File: config.mk
export PLATFORM = sky130hd
export DESIGN_NAME = router_register_param
export DESIGN_NICKNAME = d
export VERILOG_FILES = /design/src/rtl/router_register_param.sv
export SDC_FILE = /design/constraint.sdc
export NUM_CORES = 1
export LEC_CHECK = 0
export CAP_MARGIN = 20
export CORE_ASPECT_RATIO = 2
export CORE_UTILIZATION = 33
export DETAILED_ROUTE_END_ITERATION = 8
export GPL_ROUTABILITY_DRIVEN = 0
export SYNTH_ARGS = -nofsm -noshare
export SYNTH_HDL_FRONTEND = slang
export SYNTH_SLANG_ARGS = --single-unit
File: constraint.sdc
create_clock -name clk -period 3 [get_ports clk]
set_input_delay 0.9 -clock clk [delete_from_list [all_inputs] [get_ports clk]]
set_output_delay 0.9 -clock clk [all_outputs]
set_load 0.02 [all_outputs]
File: src/rtl/router_register_param.sv
// Packet register stage between a router input port and its per-destination FIFOs.
// Decodes the header, accumulates an integrity check, and buffers words while the FIFO is full.
module router_register_param #(
  parameter int DATA_WIDTH = 8,
  parameter int ADDR_BITS  = 2,
  parameter int NUM_PORTS  = 3,
  parameter int HOLD_DEPTH = 2,
  parameter int CHECK_MODE = 0,
  parameter int ERR_CNT_W  = 8
) (
  input  logic                  clk,
  input  logic                  rstn,
  input  logic                  soft_rst,
  input  logic                  pkt_valid,
  input  logic [DATA_WIDTH-1:0] data_in,
  input  logic                  fifo_full,
  output logic                  busy,
  output logic [DATA_WIDTH-1:0] data_out,
  output logic                  data_out_valid,
  output logic [ADDR_BITS-1:0]  dest_addr,
  output logic                  addr_err,
  output logic                  parity_done,
  output logic                  error,
  output logic [ERR_CNT_W-1:0]  err_count
);

  localparam int CNT_W = $clog2(HOLD_DEPTH + 1);
  localparam int PTR_W = (HOLD_DEPTH > 1) ? $clog2(HOLD_DEPTH) : 1;
  localparam logic [CNT_W-1:0] FULL_CNT    = CNT_W'(HOLD_DEPTH);
  localparam logic [PTR_W-1:0] LAST_PTR    = PTR_W'(HOLD_DEPTH - 1);
  localparam logic [31:0]      NUM_PORTS_U = 32'(NUM_PORTS);

  localparam logic [1:0] S_IDLE  = 2'd0;
  localparam logic [1:0] S_LOAD  = 2'd1;
  localparam logic [1:0] S_DRAIN = 2'd2;
  localparam logic [1:0] S_CHECK = 2'd3;

  logic [1:0]            state;
  logic                  drop_pkt;
  logic [DATA_WIDTH-1:0] acc;
  logic [DATA_WIDTH-1:0] acc_next;
  logic [DATA_WIDTH-1:0] pkt_check;
  logic [DATA_WIDTH-1:0] hold_mem [HOLD_DEPTH];
  logic [PTR_W-1:0]      rd_ptr;
  logic [PTR_W-1:0]      wr_ptr;
  logic [CNT_W-1:0]      hold_count;
  logic [ADDR_BITS-1:0]  hdr_addr;
  logic                  hdr_legal;
  logic                  accept_hdr;
  logic                  bad_hdr;
  logic                  accept_load;
  logic                  accept;
  logic                  buf_empty;
  logic                  push;
  logic                  pop;

  function automatic logic [PTR_W-1:0] ptr_inc(input logic [PTR_W-1:0] p);
    return (p == LAST_PTR) ? '0 : p + PTR_W'(1);
  endfunction

  assign busy = (hold_count == FULL_CNT);

  // NOTE: every signal gets a default at the top of always_comb so no path leaves it unassigned (no latch).
  always_comb begin
    hdr_addr    = data_in[ADDR_BITS-1:0];
    hdr_legal   = 32'(hdr_addr) < NUM_PORTS_U;
    accept_hdr  = 1'b0;
    bad_hdr     = 1'b0;
    accept_load = 1'b0;
    if (state == S_IDLE && !drop_pkt && pkt_valid) begin
      accept_hdr = hdr_legal && !busy;
      bad_hdr    = !hdr_legal;
    end
    if (state == S_LOAD) accept_load = !busy;
    accept    = accept_hdr || accept_load;
    buf_empty = (hold_count == '0);
    // Once anything is buffered, new words queue behind it to keep strict order.
    pop       = !fifo_full && !buf_empty;
    push      = accept && (fifo_full || !buf_empty);
    acc_next  = (CHECK_MODE == 0) ? (acc ^ data_in) : (acc + data_in);
  end

  // NOTE: the hold buffer storage has no reset; hold_count guarantees no stale entry is ever read.
  always_ff @(posedge clk) begin
    if (push) hold_mem[wr_ptr] <= data_in;
  end

  // NOTE: sequential state uses non-blocking assignments so every register samples pre-edge values.
  always_ff @(posedge clk or negedge rstn) begin
    if (!rstn) begin
      state          <= S_IDLE;
      drop_pkt       <= 1'b0;
      acc            <= '0;
      pkt_check      <= '0;
      rd_ptr         <= '0;
      wr_ptr         <= '0;
      hold_count     <= '0;
      data_out       <= '0;
      data_out_valid <= 1'b0;
      dest_addr      <= '0;
      addr_err       <= 1'b0;
      parity_done    <= 1'b0;
      error          <= 1'b0;
      err_count      <= '0;
    end else if (soft_rst) begin
      state          <= S_IDLE;
      drop_pkt       <= 1'b0;
      acc            <= '0;
      rd_ptr         <= '0;
      wr_ptr         <= '0;
      hold_count     <= '0;
      data_out_valid <= 1'b0;
      addr_err       <= 1'b0;
      parity_done    <= 1'b0;
      error          <= 1'b0;
    end else begin
      addr_err    <= 1'b0;
      parity_done <= 1'b0;
      error       <= 1'b0;

      if (push) wr_ptr <= ptr_inc(wr_ptr);
      if (pop)  rd_ptr <= ptr_inc(rd_ptr);
      if (push && !pop)      hold_count <= hold_count + CNT_W'(1);
      else if (pop && !push) hold_count <= hold_count - CNT_W'(1);

      if (pop) begin
        data_out       <= hold_mem[rd_ptr];
        data_out_valid <= 1'b1;
      end else if (accept && !fifo_full) begin
        data_out       <= data_in;
        data_out_valid <= 1'b1;
      end else begin
        data_out_valid <= 1'b0;
      end

      case (state)
        S_IDLE: begin
          if (drop_pkt && !pkt_valid) drop_pkt <= 1'b0;
          if (accept_hdr) begin
            dest_addr <= hdr_addr;
            acc       <= data_in;
            state     <= S_LOAD;
          end
          if (bad_hdr) begin
            addr_err <= 1'b1;
            drop_pkt <= 1'b1;
          end
        end
        S_LOAD: begin
          if (accept_load) begin
            if (pkt_valid) begin
              acc <= acc_next;
            end else begin
              pkt_check <= data_in;
              state     <= S_DRAIN;
            end
          end
        end
        S_DRAIN: begin
          if (buf_empty) state <= S_CHECK;
        end
        S_CHECK: begin
          parity_done <= 1'b1;
          if (pkt_check != acc) begin
            error <= 1'b1;
            if (err_count != '1) err_count <= err_count + ERR_CNT_W'(1);
          end
          acc   <= '0;
          state <= S_IDLE;
        end
        default: state <= S_IDLE;
      endcase
    end
  end

endmodule
==> results.tsv <==
metric	value	unit
number of global-route vias before repair	2046	
root buf cell	clkbuf_16	
reg-to-reg startpoint	state[0]	
Yosys reg bits	61	
relative slew slack	47.9	%
Die Y-Extent	135	um
Post CTS Setup Buffer Count	0	
area of the multi-input gates	1210	um2
Routed WL per cell	14.6	um
first-pass GRT wire length	9.74	mm
Synth Cell Area	2900	um2
DR iter-0 viols	69	
Pwr per Cell Area	872	nW/um2
Pleak	1.51	nW
area leader, netlist	dfrtp_1	
CTS HTree Levels	3	
most common cell in the netlist	dfrtp_1	
Top FF cell, synth	dfrtp_1	
R2R Path End	acc[6]	
Mapped Cells	259	
CTS-repair resized insts	0	
unrepaired setup endpoints after global routing	no	
MaxCap Viol Count	0	
Worst Path Buf+Inv	2	
hold depth	2	
Tmin final	2610	ps
TNS Setup	0	ps
Final Core Density	42.1	%
Antenna diodes	0	
Final Hold Fails	0	
initial antenna violation count	0	
fraction of layout cells with a size suffix above 1	12.1	%
nets@finish	320	
slowest CP cell	clkdlybuf4s50_1	
synth warn	0	
Skew-Pair Late Insertion Delay	330	ps
worst path cell trace	nand2b_4, inv_1, clkdlybuf4s50_1	
Hold Buf Count CTS	0	
Worst VDD drop	0.386	mV
delay-heaviest family, CP	buffers and inverters	
Hold Path Origin	data_out[6]	
measured slew at the worst slew-check pin	781	ps
Worst R2R Setup Slack	760	ps
Rows	48	
Post-synth EDFFs	16	
Die ar.	9180	um2
routed wire length	5.92	mm
Min-Delay Path Class	register to register	
Die W	68.3	um
TritonCTS buffer count	9	
Overall Global Routing Usage	14.6	%
Layout area overhead	24.9	%
Core Region	8590	um2
hold endpoint	data_out[6]	
synth top area cells	dfrtp_1 39%, edfxtp_1 17%, o21ai_0 4.3%, mux2_2 4.3%, a21oi_1 3.8%	
Yosys cell types	44	
TritonCTS clock tree	built	
Mapped Nets	277	
worst path arrival time	1710	ps
critical path class	register to output port	
CP Data Required Time	2100	ps
CP startpoint kind	register	
Fmax achieved	382	MHz
FFs w/ async S/R, synth	73.8	%
GRT Residual Overflow	0	
Clock Tree Buf Depth	2	
clk sink count	61	
# port buffers	35	
top post-synthesis cells by count	45 x dfrtp_1, 27 x nor2_1, 25 x o21ai_0	
I/O pins	36	
Synth top area share	38.9	%
DRC	0	
Reg area	1610	um2
vias per cell	4.94	
post-synthesis sequential area ratio	55.4	%
largest net degree at the start of global routing	46	
Post-DP HPWL	4.16	mm
via count	2009	
Worst Reg2Reg Path Length in Cells	7	
Fillers	843	
crit path max fanout	10	
clk_skew	5.48	ps
Max Slew Vio Count	0	
clock-pin transition on the worst setup and hold timing paths	50	ps
Antenna Nets Post-Route	0	
status	finished, final reports clean	
Syn Area/Cell	11.2	um2
Critical Path Max Stage Delay	610	ps
Starting Density	33.7	%
drt pass-1 iters	5	
CP Capture Type	output port	
part of the cycle the worst path needs	87.2	%
Final setup viols	0	
-- registers in the layout, indices dropped and copies added, names as in the netlist --
name            count
addr_err            1
drop_pkt            1
parity_done         1
hold_mem           16
pkt_check           8
wr_ptr              1
data_out            8
dest_addr           2
error               1
state               2
rd_ptr              1
data_out_valid      1
err_count           8
hold_count          2
acc                 8
-- worst reg2reg max path, stage by stage (launching register included) --
cell and delay (ps):
dfrtp_1 410, inv_1 120, ha_1 330, inv_1 180
o2111ai_1 690, nor2_1 90, o21ai_0 200, a21oi_1 90
-- cell usage in the layout, fill, tap and decap left out, drive strengths merged --
master | synthesis | layout
dfrtp | 45 | 45
clkdlybuf4s50 | 0 | 34
nor2 | 27 | 27
o21ai | 27 | 27
a21oi | 23 | 23
edfxtp | 16 | 16
nand2 | 13 | 13
clkbuf | 4 | 13
mux2 | 12 | 12
xor2 | 10 | 10
mux2i | 9 | 9
a21boi | 9 | 9
nand3 | 8 | 8
buf | 6 | 8
inv | 7 | 7
xnor2 | 5 | 5
ha | 5 | 5
nor3 | 4 | 4
nor4 | 4 | 4
and3 | 3 | 3
and2 | 3 | 3
a31oi | 3 | 3
nand2b | 3 | 3
clkinv | 0 | 3
nor2b | 2 | 2
nor3b | 2 | 2
o21bai | 2 | 2
a211o | 1 | 1
nand4b | 1 | 1
a311oi | 1 | 1
a21o | 1 | 1
o2111ai | 1 | 1
or3 | 1 | 1
o211ai | 1 | 1
-- layout make-up --
| class | instances | area share [%] |
|---|---|---|
| Clock buffer | 13 | 6.64 |
| Sequential cell | 61 | 44.4 |
| Tap cell | 100 | 3.46 |
| Inverter | 7 | 0.726 |
| Timing Repair Buffer | 42 | 11.0 |
| Clock inverter | 3 | 0.346 |
| Multi-Input combinational cell | 181 | 33.4 |
-- cell families after synthesis --
| kind of cell | count (synthesis) | share of synthesized area (%) |
|---|---|---|
| XOR/XNOR | 15 | 4.53 |
| buffers and inverters | 17 | 2.81 |
| multiplexers | 21 | 7.90 |
| flip-flops | 61 | 55.4 |
| AO/OA/AOI/OAI | 69 | 14.6 |
| AND/OR/NAND/NOR | 71 | 12.6 |
| adder cells (fa/ha/maj) | 5 | 2.16 |
-- worst max path at each step --
stage	from	endpoint	cells past startpoint
floorplan	data_in[0]	hold_mem[0][0]	3
global placement	data_in[0]	hold_mem[1][5]	5
detailed placement	data_in[0]	hold_mem[1][5]	5
CTS	hold_count[0]	busy	3
global route	data_in[0]	acc[6]	6
finish	hold_count[0]	busy	3
-- routing by layer --
layer / wire length [um] / vias to the layer above / share of wire (%) / GRT usage (%)
met5: 0 / - / 0 / 0
met2: 3200 / 34 / 54 / 24.6
met1: 2390 / 957 / 40 / 15.7
met3: 158 / 12 / 2.7 / 3.38
met4: 175 / 0 / 3.0 / 9.26
li1: - / 1006 / - / -
-- per-stage QoR --
stage	hold slack [ps]	instance area (um2)	setup slack [ps]	instances	power, mW
2_1_floorplan	500	2900	731	259	1.93
3_3_place_gp	461	3370	155	391	2.26
3_5_place_dp	469	3370	80.1	391	2.29
4_1_cts	480	3620	361	407	3.19
5_1_grt	501	3620	233	407	3.35
6_report	476	3620	385	407	3.16
-- where the power goes --
part / switching [mW] / internal [mW] / leakage [nW]
Clock: 0.341 / 0.552 / 0.123
Sequential: 0.156 / 1.09 / 0.734
Combinational: 0.547 / 0.472 / 0.648
Total: 1.04 / 2.11 / 1.51
Note: power is estimated with default switching activity, not from simulation.
